File: config.mk
export PLATFORM = sky130hd
export DESIGN_NAME = spi_mem_loader
export DESIGN_NICKNAME = d
export VERILOG_FILES = /design/src/rtl/spi_mem_loader.sv
export SDC_FILE = /design/constraint.sdc
export NUM_CORES = 1
export LEC_CHECK = 0
export CELL_PAD_IN_SITES_DETAIL_PLACEMENT = 1
export CELL_PAD_IN_SITES_GLOBAL_PLACEMENT = 1
export CORE_ASPECT_RATIO = 0.75
export CORE_MARGIN = 1
export CORE_UTILIZATION = 50
export CTS_CLUSTER_DIAMETER = 30
export DETAILED_ROUTE_END_ITERATION = 16
export DONT_BUFFER_PORTS = 1
export HOLD_SLACK_MARGIN = 0.1
export PLACE_DENSITY = 0.78
export SYNTH_ARGS = -nofsm -noshare
export SYNTH_HDL_FRONTEND = slang
export SYNTH_SLANG_ARGS = --single-unit
File: constraint.sdc
create_clock -name i_clk -period 2.2 [get_ports i_clk]
set_clock_uncertainty 0.15 [all_clocks]
set_input_delay 0.22 -clock i_clk [delete_from_list [all_inputs] [get_ports i_clk]]
set_output_delay 0.22 -clock i_clk [all_outputs]
set_load 0.005 [all_outputs]
File: src/rtl/spi_mem_loader.sv
// SPI slave that streams an image into an SRAM write port, all on i_clk.
// SPI pins are synchronised, edge-detected and shifted into words that are strobed to the SRAM.
module spi_mem_loader #(
    parameter int AW       = 0,
    parameter int DW       = 8,
    parameter int CPOL     = 0,
    parameter int CPHA     = 0,
    parameter int ADDR_HDR = 0,
    // AW is clamped to 1 so the unconfigured default still elaborates
    localparam int AWP     = (AW > 0) ? AW : 1
) (
    input  logic           i_clk,
    input  logic           i_rst,
    input  logic           i_sclk,
    input  logic           i_cs_n,
    input  logic           i_mosi,
    output logic [AWP-1:0] o_sram_waddr,
    output logic [DW-1:0]  o_sram_wdata,
    output logic           o_sram_wen,
    output logic           o_busy,
    output logic           o_done,
    output logic           o_err,
    output logic [AWP:0]   o_wcount
);

    localparam int HB    = (AWP + 7) / 8;
    localparam int HBITS = 8 * HB;
    localparam int MAXB  = (DW > HBITS) ? DW : HBITS;
    localparam int CNTW  = $clog2(MAXB);
    localparam logic [CNTW-1:0] HDR_LAST   = CNTW'(HBITS - 1);
    localparam logic [CNTW-1:0] WORD_LAST  = CNTW'(DW - 1);
    localparam logic [AWP:0]    WCOUNT_MAX = {1'b1, {AWP{1'b0}}};
    localparam logic            SCLK_IDLE  = 1'(CPOL);
    localparam bit              SAMPLE_RISE = (((CPOL ^ CPHA) & 1) == 0);

    typedef enum logic [1:0] {IDLE, HDR, DATA} state_t;

    logic sclk_s1_q, sclk_s2_q, sclk_s3_q;
    logic cs_s1_q, cs_s2_q, cs_s3_q;
    logic mosi_s1_q, mosi_s2_q;

    logic            sample_q, sample_d;
    logic            bit_q, bit_d;
    state_t          state_q, state_d;
    logic [CNTW-1:0] cnt_q, cnt_d;
    logic [DW-2:0]   word_q, word_d;
    logic [AWP-1:0]  addr_q, addr_d;
    logic [AWP:0]    wcount_q, wcount_d;
    logic [AWP-1:0]  waddr_q, waddr_d;
    logic [DW-1:0]   wdata_q, wdata_d;
    logic            wen_q, wen_d;
    logic            done_q, done_d;
    logic            err_q, err_d;
    logic            busy_q, busy_d;
    logic [DW-1:0]   word_full;

    assign word_full = {word_q, bit_q};

    always_comb begin
        sample_d = SAMPLE_RISE ? (sclk_s2_q & ~sclk_s3_q) : (~sclk_s2_q & sclk_s3_q);
        bit_d    = mosi_s2_q;
        state_d  = state_q;
        cnt_d    = cnt_q;
        word_d   = word_q;
        addr_d   = addr_q;
        wcount_d = wcount_q;
        waddr_d  = waddr_q;
        wdata_d  = wdata_q;
        wen_d    = 1'b0;
        done_d   = 1'b0;
        err_d    = 1'b0;

        // Address and count advance on the cycle after each strobe
        if (wen_q) begin
            addr_d = addr_q + AWP'(1);
            if (wcount_q != WCOUNT_MAX) begin
                wcount_d = wcount_q + (AWP+1)'(1);
            end
        end

        case (state_q)
            IDLE: begin
                if (!cs_s3_q) begin
                    state_d  = (ADDR_HDR != 0) ? HDR : DATA;
                    cnt_d    = '0;
                    wcount_d = '0;
                    if (ADDR_HDR == 0) begin
                        addr_d = '0;
                    end
                end
            end
            default: begin
                if (cs_s3_q) begin
                    state_d = IDLE;
                    done_d  = 1'b1;
                    err_d   = (cnt_q != '0) || (state_q == HDR);
                    cnt_d   = '0;
                end else if (sample_q) begin
                    if (state_q == HDR) begin
                        // Header bits shift straight into the address; only the low AW bits survive
                        addr_d = (addr_q << 1) | AWP'(bit_q);
                        if (cnt_q == HDR_LAST) begin
                            state_d = DATA;
                            cnt_d   = '0;
                        end else begin
                            cnt_d = cnt_q + CNTW'(1);
                        end
                    end else begin
                        word_d = word_full[DW-2:0];
                        if (cnt_q == WORD_LAST) begin
                            wen_d   = 1'b1;
                            waddr_d = addr_q;
                            wdata_d = word_full;
                            cnt_d   = '0;
                        end else begin
                            cnt_d = cnt_q + CNTW'(1);
                        end
                    end
                end
            end
        endcase

        busy_d = (state_d != IDLE);
    end

    always_ff @(posedge i_clk or posedge i_rst) begin
        if (i_rst) begin
            sclk_s1_q <= SCLK_IDLE;
            sclk_s2_q <= SCLK_IDLE;
            sclk_s3_q <= SCLK_IDLE;
            cs_s1_q   <= 1'b1;
            cs_s2_q   <= 1'b1;
            cs_s3_q   <= 1'b1;
            mosi_s1_q <= 1'b0;
            mosi_s2_q <= 1'b0;
            sample_q  <= 1'b0;
            bit_q     <= 1'b0;
            state_q   <= IDLE;
            cnt_q     <= '0;
            word_q    <= '0;
            addr_q    <= '0;
            wcount_q  <= '0;
            waddr_q   <= '0;
            wdata_q   <= '0;
            wen_q     <= 1'b0;
            done_q    <= 1'b0;
            err_q     <= 1'b0;
            busy_q    <= 1'b0;
        end else begin
            sclk_s1_q <= i_sclk;
            sclk_s2_q <= sclk_s1_q;
            sclk_s3_q <= sclk_s2_q;
            // cs_n gets a third stage so it lines up with the registered sample edge
            cs_s1_q   <= i_cs_n;
            cs_s2_q   <= cs_s1_q;
            cs_s3_q   <= cs_s2_q;
            mosi_s1_q <= i_mosi;
            mosi_s2_q <= mosi_s1_q;
            sample_q  <= sample_d;
            bit_q     <= bit_d;
            state_q   <= state_d;
            cnt_q     <= cnt_d;
            word_q    <= word_d;
            addr_q    <= addr_d;
            wcount_q  <= wcount_d;
            waddr_q   <= waddr_d;
            wdata_q   <= wdata_d;
            wen_q     <= wen_d;
            done_q    <= done_d;
            err_q     <= err_d;
            busy_q    <= busy_d;
        end
    end

    assign o_sram_waddr = waddr_q;
    assign o_sram_wdata = wdata_q;
    assign o_sram_wen   = wen_q;
    assign o_busy       = busy_q;
    assign o_done       = done_q;
    assign o_err        = err_q;
    assign o_wcount     = wcount_q;

endmodule
==> results_dict.tcl, run 1 <==
set metrics [dict create \
    status "complete, no violations" \
    avgSynthCellArea_um2 15.0 \
    antenna_found_initial 0 \
    cts.repair.resized 0 \
    r2r_slack_ns 0.50 \
    max-slew-margin-rel_pct 69.6 \
    antenna_left 0 \
    slowest_stage "dfrtp_1" \
    wl_per_cell_um 17.1 \
    ios 20 \
    rows 16 \
    die_x_um 64.6 \
    num-nets-final 116 \
    cts.sinks 38 \
    ys_ff_latch 38 \
    grt_overflow_total 0 \
    arrival_ns 1.71 \
    hold_viol 0 \
    cp-end-kind "flop" \
    clockBufferDepth 2 \
    crit_chain "ha_1 -> ha_1 -> nand4_4 -> mux2_2" \
    grt_max_degree 39 \
    fp.dieH_um 49.0 \
    start_kind "flop" \
    clock.fmax_ghz 0.589 \
    leakage_uw 0.000787 \
    crit_required_ns 2.21 \
    irDropWorstVdd_uv 484 \
    start_util_pct 54.4 \
    grt_pass1_vias 901 \
    multi_input_area_um2 453 \
    ys_types 29 \
    fillerInstances 258 \
    syn2layout_area_growth_pct 11.6 \
    fin_crit_sh_pct 77.2 \
    gp_congestion 0.730 \
    cts_buffers 5 \
    cts_root_buf "clkbuf_8" \
    grt_pass1_wl_um 4310 \
    crit_path_max_fanout 10 \
    maxSlewViolCount 0 \
    path_clk_slew_ns 0.07 \
    synth_seq_area_share_pct 64.9 \
    p_per_area_nw_per_um2 868 \
    antennaDiodeCount 0 \
    crit_type "reg2reg" \
    core-area_um2 2700 \
    hpwl_um 1710 \
    insertion_delay_ns 0.28 \
    syn-instance-count 98 \
    cp_common_cell "ha_1" \
    max_stage_delay_ns 0.41 \
    cts_tree "yes" \
    drive_gt1_share_pct 29.6 \
    dr.pass1.iters 2 \
    holdWs_ns 0.200 \
    path_delay_family "adder cells" \
    num_vias 781 \
    io_buffers 0 \
    hp-class "reg2reg" \
    path_buf_inv 0 \
    cap_violations 0 \
    fin_tns_setup_ns 0 \
    synth.cell_area_um2 1470 \
    drt_iter0_drc 29 \
    setup_viol 0 \
    die-area_um2 3170 \
    grt.total_usage_pct 19.3 \
    finalWirelength_um 2470 \
    htreeDepth 2 \
    vias_per_cell 5.42 \
    rsz0062_at_grt "no" \
    ys_warn_count 0 \
    seq_area_um2 955 \
    worst_slew_pin_slew_ns 0.456 \
    drcViolationCount 0 \
    synth_fp_nets 107 \
    period_needed_ns 1.70 \
    postCtsSetupBuffers 0 \
]
through the flow:
| step | worst slack (ns) | area (um2) | power (uW) | utilization, % | std cells |
|---|---|---|---|---|---|
| 2_1_floorplan | 0.624 | 1470 | 851 | - | 98 |
| 3_3_place_gp | 0.565 | 1500 | 863 | 55.4 | 132 |
| 3_5_place_dp | 0.487 | 1500 | 877 | 55.4 | 132 |
| 4_1_cts | 0.479 | 1640 | 1440 | 60.8 | 144 |
| 5_1_grt | 0.428 | 1640 | 1480 | 60.8 | 144 |
| 6_report | 0.502 | 1640 | 1430 | 60.8 | 144 |
worst paths after layout:
check | startpoint | cells after the start | to
max | cnt_q[0] | 4 | o_sram_wdata[1]
min | sclk_s1_q | 0 | sclk_s2_q
max reg2reg | cnt_q[0] | 4 | o_sram_wdata[1]
min reg2reg | sclk_s1_q | 0 | sclk_s2_q
max in group asynchronous | i_rst | 3 | cs_s3_q
min in group asynchronous | i_rst | 3 | cnt_q[1]
cell usage after synthesis:
cell	count	area (um2)
nand4_4	1	21.3
dfstp_2	3	78.8
inv_4	1	6.26
dfrtp_1	35	876
buf_6	2	22.5
mux2_4	1	15.0
nand3_1	1	5.00
xnor2_1	1	8.76
o31ai_1	1	7.51
a31oi_1	1	6.26
o2bb2ai_1	1	8.76
ha_1	4	50.1
mux2i_1	3	30.0
nor3_1	1	5.00
o211a_1	1	10.0
nor2_4	1	11.3
nor3b_1	1	7.51
mux2_2	16	180
a22o_2	1	10.0
a22o_1	1	8.76
buf_2	1	5.00
a311oi_1	1	8.76
nand3_2	1	10.0
nand2_1	1	3.75
nor2b_1	1	6.26
nand4bb_1	1	11.3
nor2_1	6	22.5
inv_1	8	30.0
o21ai_0	1	5.00
sequential cells by signal, summed over array words and instances, names as in the netlist:
signal	cells
o_sram_wdata	8
word_q	7
cnt_q	3
o_wcount	2
state_q	2
addr_q	1
bit_d	1
bit_q	1
cs_s1_q	1
cs_s2_q	1
cs_s3_q	1
mosi_s1_q	1
o_busy	1
o_done	1
o_err	1
o_sram_waddr	1
o_sram_wen	1
sample_q	1
sclk_s1_q	1
sclk_s2_q	1
sclk_s3_q	1
power by group:
| part | internal [uW] | total, uW | switching, uW |
|---|---|---|---|
| Combinational | 42.3 | 77.0 | 34.7 |
| Sequential | 749 | 789 | 40.4 |
| Clock | 339 | 559 | 220 |
| Total | 1130 | 1430 | 295 |
repair_timing:
| action | 4_1_cts | 5_1_grt |
|---|---|---|
| setup endpoints to repair | 0 | 0 |
| hold buffers | 4 | 0 |
| hold endpoints to repair | 38 | 0 |
worst register-to-register path: cells and delay by family (launching register included):
kind / cells / cell delay (ns)
multiplexers: 1 / 0.36
flip-flops: 1 / 0.41
adder cells (fa/ha/maj): 2 / 0.46
AND/OR/NAND/NOR: 1 / 0.20
logic make-up (layout without fill, tap and decap cells):
| family | Yosys count | count (layout) | share of synthesized area, % |
|---|---|---|---|
| buffers and inverters | 12 | 22 | 4.34 |
| XOR/XNOR | 1 | 1 | 0.595 |
| multiplexers | 20 | 20 | 15.3 |
| AO/OA/AOI/OAI | 8 | 8 | 4.42 |
| AND/OR/NAND/NOR | 15 | 15 | 7.06 |
| adder cells (fa/ha/maj) | 4 | 4 | 3.40 |
| flip-flops | 38 | 38 | 64.9 |
layer usage:
| metal | track usage (%) | up-vias | wire length (um) |
|---|---|---|---|
| li1 | - | 353 | - |
| met1 | 22.2 | 406 | 990 |
| met2 | 33.0 | 20 | 1320 |
| met3 | 7.24 | 2 | 139 |
| met4 | 6.67 | 0 | 14 |
| met5 | 0 | - | 0 |
cells in the final DEF (no fill, tap or decap):
master / count
a22o_1: 1
a22o_2: 1
a311oi_1: 1
a31oi_1: 1
buf_4: 1
bufinv_16: 1
clkbuf_1: 2
clkbuf_8: 5
dfrtp_1: 35
dfstp_2: 3
dlygate4sd3_1: 4
ha_1: 4
inv_1: 8
inv_4: 1
mux2_2: 16
mux2_4: 1
mux2i_1: 3
nand2_1: 1
nand3_1: 1
nand3_2: 1
nand4_4: 1
nand4bb_1: 1
nor2_1: 6
nor2_4: 1
nor2b_1: 1
nor3_1: 1
nor3b_1: 1
o211a_1: 1
o21ai_0: 1
o2bb2ai_1: 1
o31ai_1: 1
xnor2_1: 1
cell type report:
| cell class | instances | share of cell area, % |
|---|---|---|
| inverter | 9 | 2.21 |
| clock buffer | 7 | 4.65 |
| sequential | 38 | 58.1 |
| clock inverter | 1 | 1.83 |
| tap | 36 | 2.74 |
| multi-input combinational | 48 | 27.6 |
| timing repair buffer | 5 | 2.89 |
Power figures use the tool's default switching activity.
==> run 2, diff against run 1 <==
CORE_UTILIZATION = 45   (was 50)
PLACE_DENSITY = 0.74   (was 0.78)
clock period = 1.5 ns   (was 2.2 ns; I/O delays follow)
==> run 2 against run 1 <==
- the flow now finishes with violations (negative setup slack)
- final area grew 9.5%
- sequential cell count is the same
- largest cell class unchanged
- wire length grew 5.7%
- clock-buffer cell count shrank 1
- critical path type unchanged
- clock power grew 90%
- power grew 64%
- register-to-register slack lost 0.51 ns
- global-route usage shrank 0.78 points
==> results_dict.tcl, run 2 (synthesis results as in run 1) <==
set metrics [dict create \
    r2r_slack_ns -0.007 \
    finalWirelength_um 2610 \
    layout_common_cells "dfrtp_1, mux2_2, buf_4, inv_1" \
    leakage_uw 0.000863 \
    final_common_cell "dfrtp_1" \
    hp-class "reg2reg" \
    crit_type "reg2reg" \
    hp-start "mosi_s1_q" \
    worst_r2r_endpoint "o_sram_wdata[6]" \
    drive_gt1_share_pct 41.2 \
    largest_reg_flops 8 \
    whs_endpoint "bit_d" \
    wl_per_cell_um 16.6 \
    grt_pass1_vias 923 \
    rows 17 \
    slowest_stage "dfrtp_1" \
    grt_overflow_total 0 \
    maxSlewViolCount 0 \
    fp.dieH_um 51.5 \
    die-area_um2 3500 \
    cts.sinks 38 \
    num_vias 814 \
    grt_busiest_layer "met2" \
    dr.pass1.iters 3 \
    hpwl_um 1600 \
    worst-r2r-cell-count 4 \
    grt_max_degree 39 \
    period_needed_ns 1.51 \
    core-area_um2 3020 \
    antenna_left 0 \
    worst_slew_pin_slew_ns 0.453 \
    clock.fmax_ghz 0.664 \
    startpoint "cnt_q[1]" \
    crit_path_max_fanout 5 \
    insertion_delay_ns 0.29 \
    rsz0062_at_grt "yes" \
    arrival_ns 1.53 \
    max-slew-margin-rel_pct 69.8 \
    clockBufferDepth 2 \
    syn2layout_area_growth_pct 22.3 \
    drt_iter0_drc 20 \
    max_stage_delay_ns 0.40 \
    grt_use_met2_pct 28.8 \
    io_buffers 0 \
    hold_viol 0 \
    power_uw 2340 \
    status "complete, but fails checks" \
    cap_violations 0 \
    setup_viol 2 \
    die_x_um 68.0 \
    grt.total_usage_pct 18.5 \
    antennaDiodeCount 0 \
    holdWs_ns 0.199 \
    ios 20 \
    hold-path-cell-count 0 \
    cts_buffers 5 \
    cp-end-kind "flop" \
    use_met3_pct 6.14 \
    antenna_found_initial 0 \
    timing.final.ws_setup_ns -0.00682 \
    htreeDepth 2 \
    path_clk_slew_ns 0.08 \
    cts_tree "yes" \
    crit_chain "ha_2 -> ha_4 -> nand4_4 -> mux2_2" \
    cts_root_buf "clkbuf_8" \
    violations "negative setup slack" \
    r2r_start "cnt_q[1]" \
    start_util_pct 48.7 \
    drcViolationCount 0 \
    num-nets-final 127 \
    start_kind "flop" \
    irDropWorstVdd_uv 772 \
    vias_per_cell 5.18 \
    fin_crit_sh_pct 100 \
    crit_required_ns 1.52 \
    dpl_worst_slack_ns -0.0739 \
    grt_pass1_wl_um 4470 \
    p_per_area_nw_per_um2 1300 \
    gp_congestion 0.785 \
    use_met1_pct 23.4 \
]
==> run 2: changes by cell type in the layout (fill, tap and decap cells not counted), sizes merged <==
cell    before  now
clkbuf       7    6
bufinv       1    2
nand4        1    2
buf          1   11
==> run 2: routing by layer <==
layer  wire (um)  vias up
li1            -      374
met1        1140      415
met2        1300       19
met3         129        6
met4          38        0
met5           0        -
==> run 2: metrics by stage <==
step	std cells	cell area, um2	setup TNS [ns]	utilization, %
finish	157	1800	-0.00740	59.6
CTS	155	1780	-0.0262	58.9
detailed placement	142	1560	-0.581	51.7
floorplan	98	1470	-0.0466	-
global route	157	1800	-0.317	59.6
global placement	142	1560	-0.136	51.7
==> run 2: timing repair <==
| item | in CTS | in global routing |
|---|---|---|
| hold buffers | 4 | 0 |
| setup endpoints to repair | 9 | 19 |
| pin swaps | 0 | 1 |
| endpoints found under the hold margin | 41 | 0 |
| buffers inserted | 0 | 2 |
| cloned | 1 | 0 |
| resized for setup | 4 | 2 |
==> run 2: area by class of cell <==
cell class / count / area (um2)
fillers: 294 / 1220
multi-input cells: 49 / 493
clock buffers: 6 / 82.6
inverters: 9 / 36.3
clock inverters: 2 / 60.1
repair buffers: 15 / 123
flip-flops and latches: 38 / 957
well taps: 38 / 47.5
==> run 2: worst max path at each step <==
| stage | endpoint |
|---|---|
| 2_1_floorplan | o_sram_waddr |
| 6_report | o_sram_wdata[6] |
| 4_1_cts | o_sram_wdata[6] |
| 5_1_grt | o_sram_wdata[6] |
| 3_5_place_dp | o_sram_wdata[6] |
| 3_3_place_gp | o_sram_wdata[1] |
==> run 2: report_power, final <==
part | total, uW | switching [uW] | internal [uW] | leakage (uW)
Sequential | 1150 | 53.1 | 1100 | 0.000490
Clock | 1060 | 350 | 709 | 0.0000714
Combinational | 130 | 57.4 | 72.7 | 0.000301
Total | 2340 | 460 | 1880 | 0.000863
==> run 2: critical path, delay by kind of cell, from the launching register on <==
family / cells / cell delay, ns
mux: 1 / 0.35
fa+ha+maj: 2 / 0.37
simple gates: 1 / 0.11
flops: 1 / 0.40
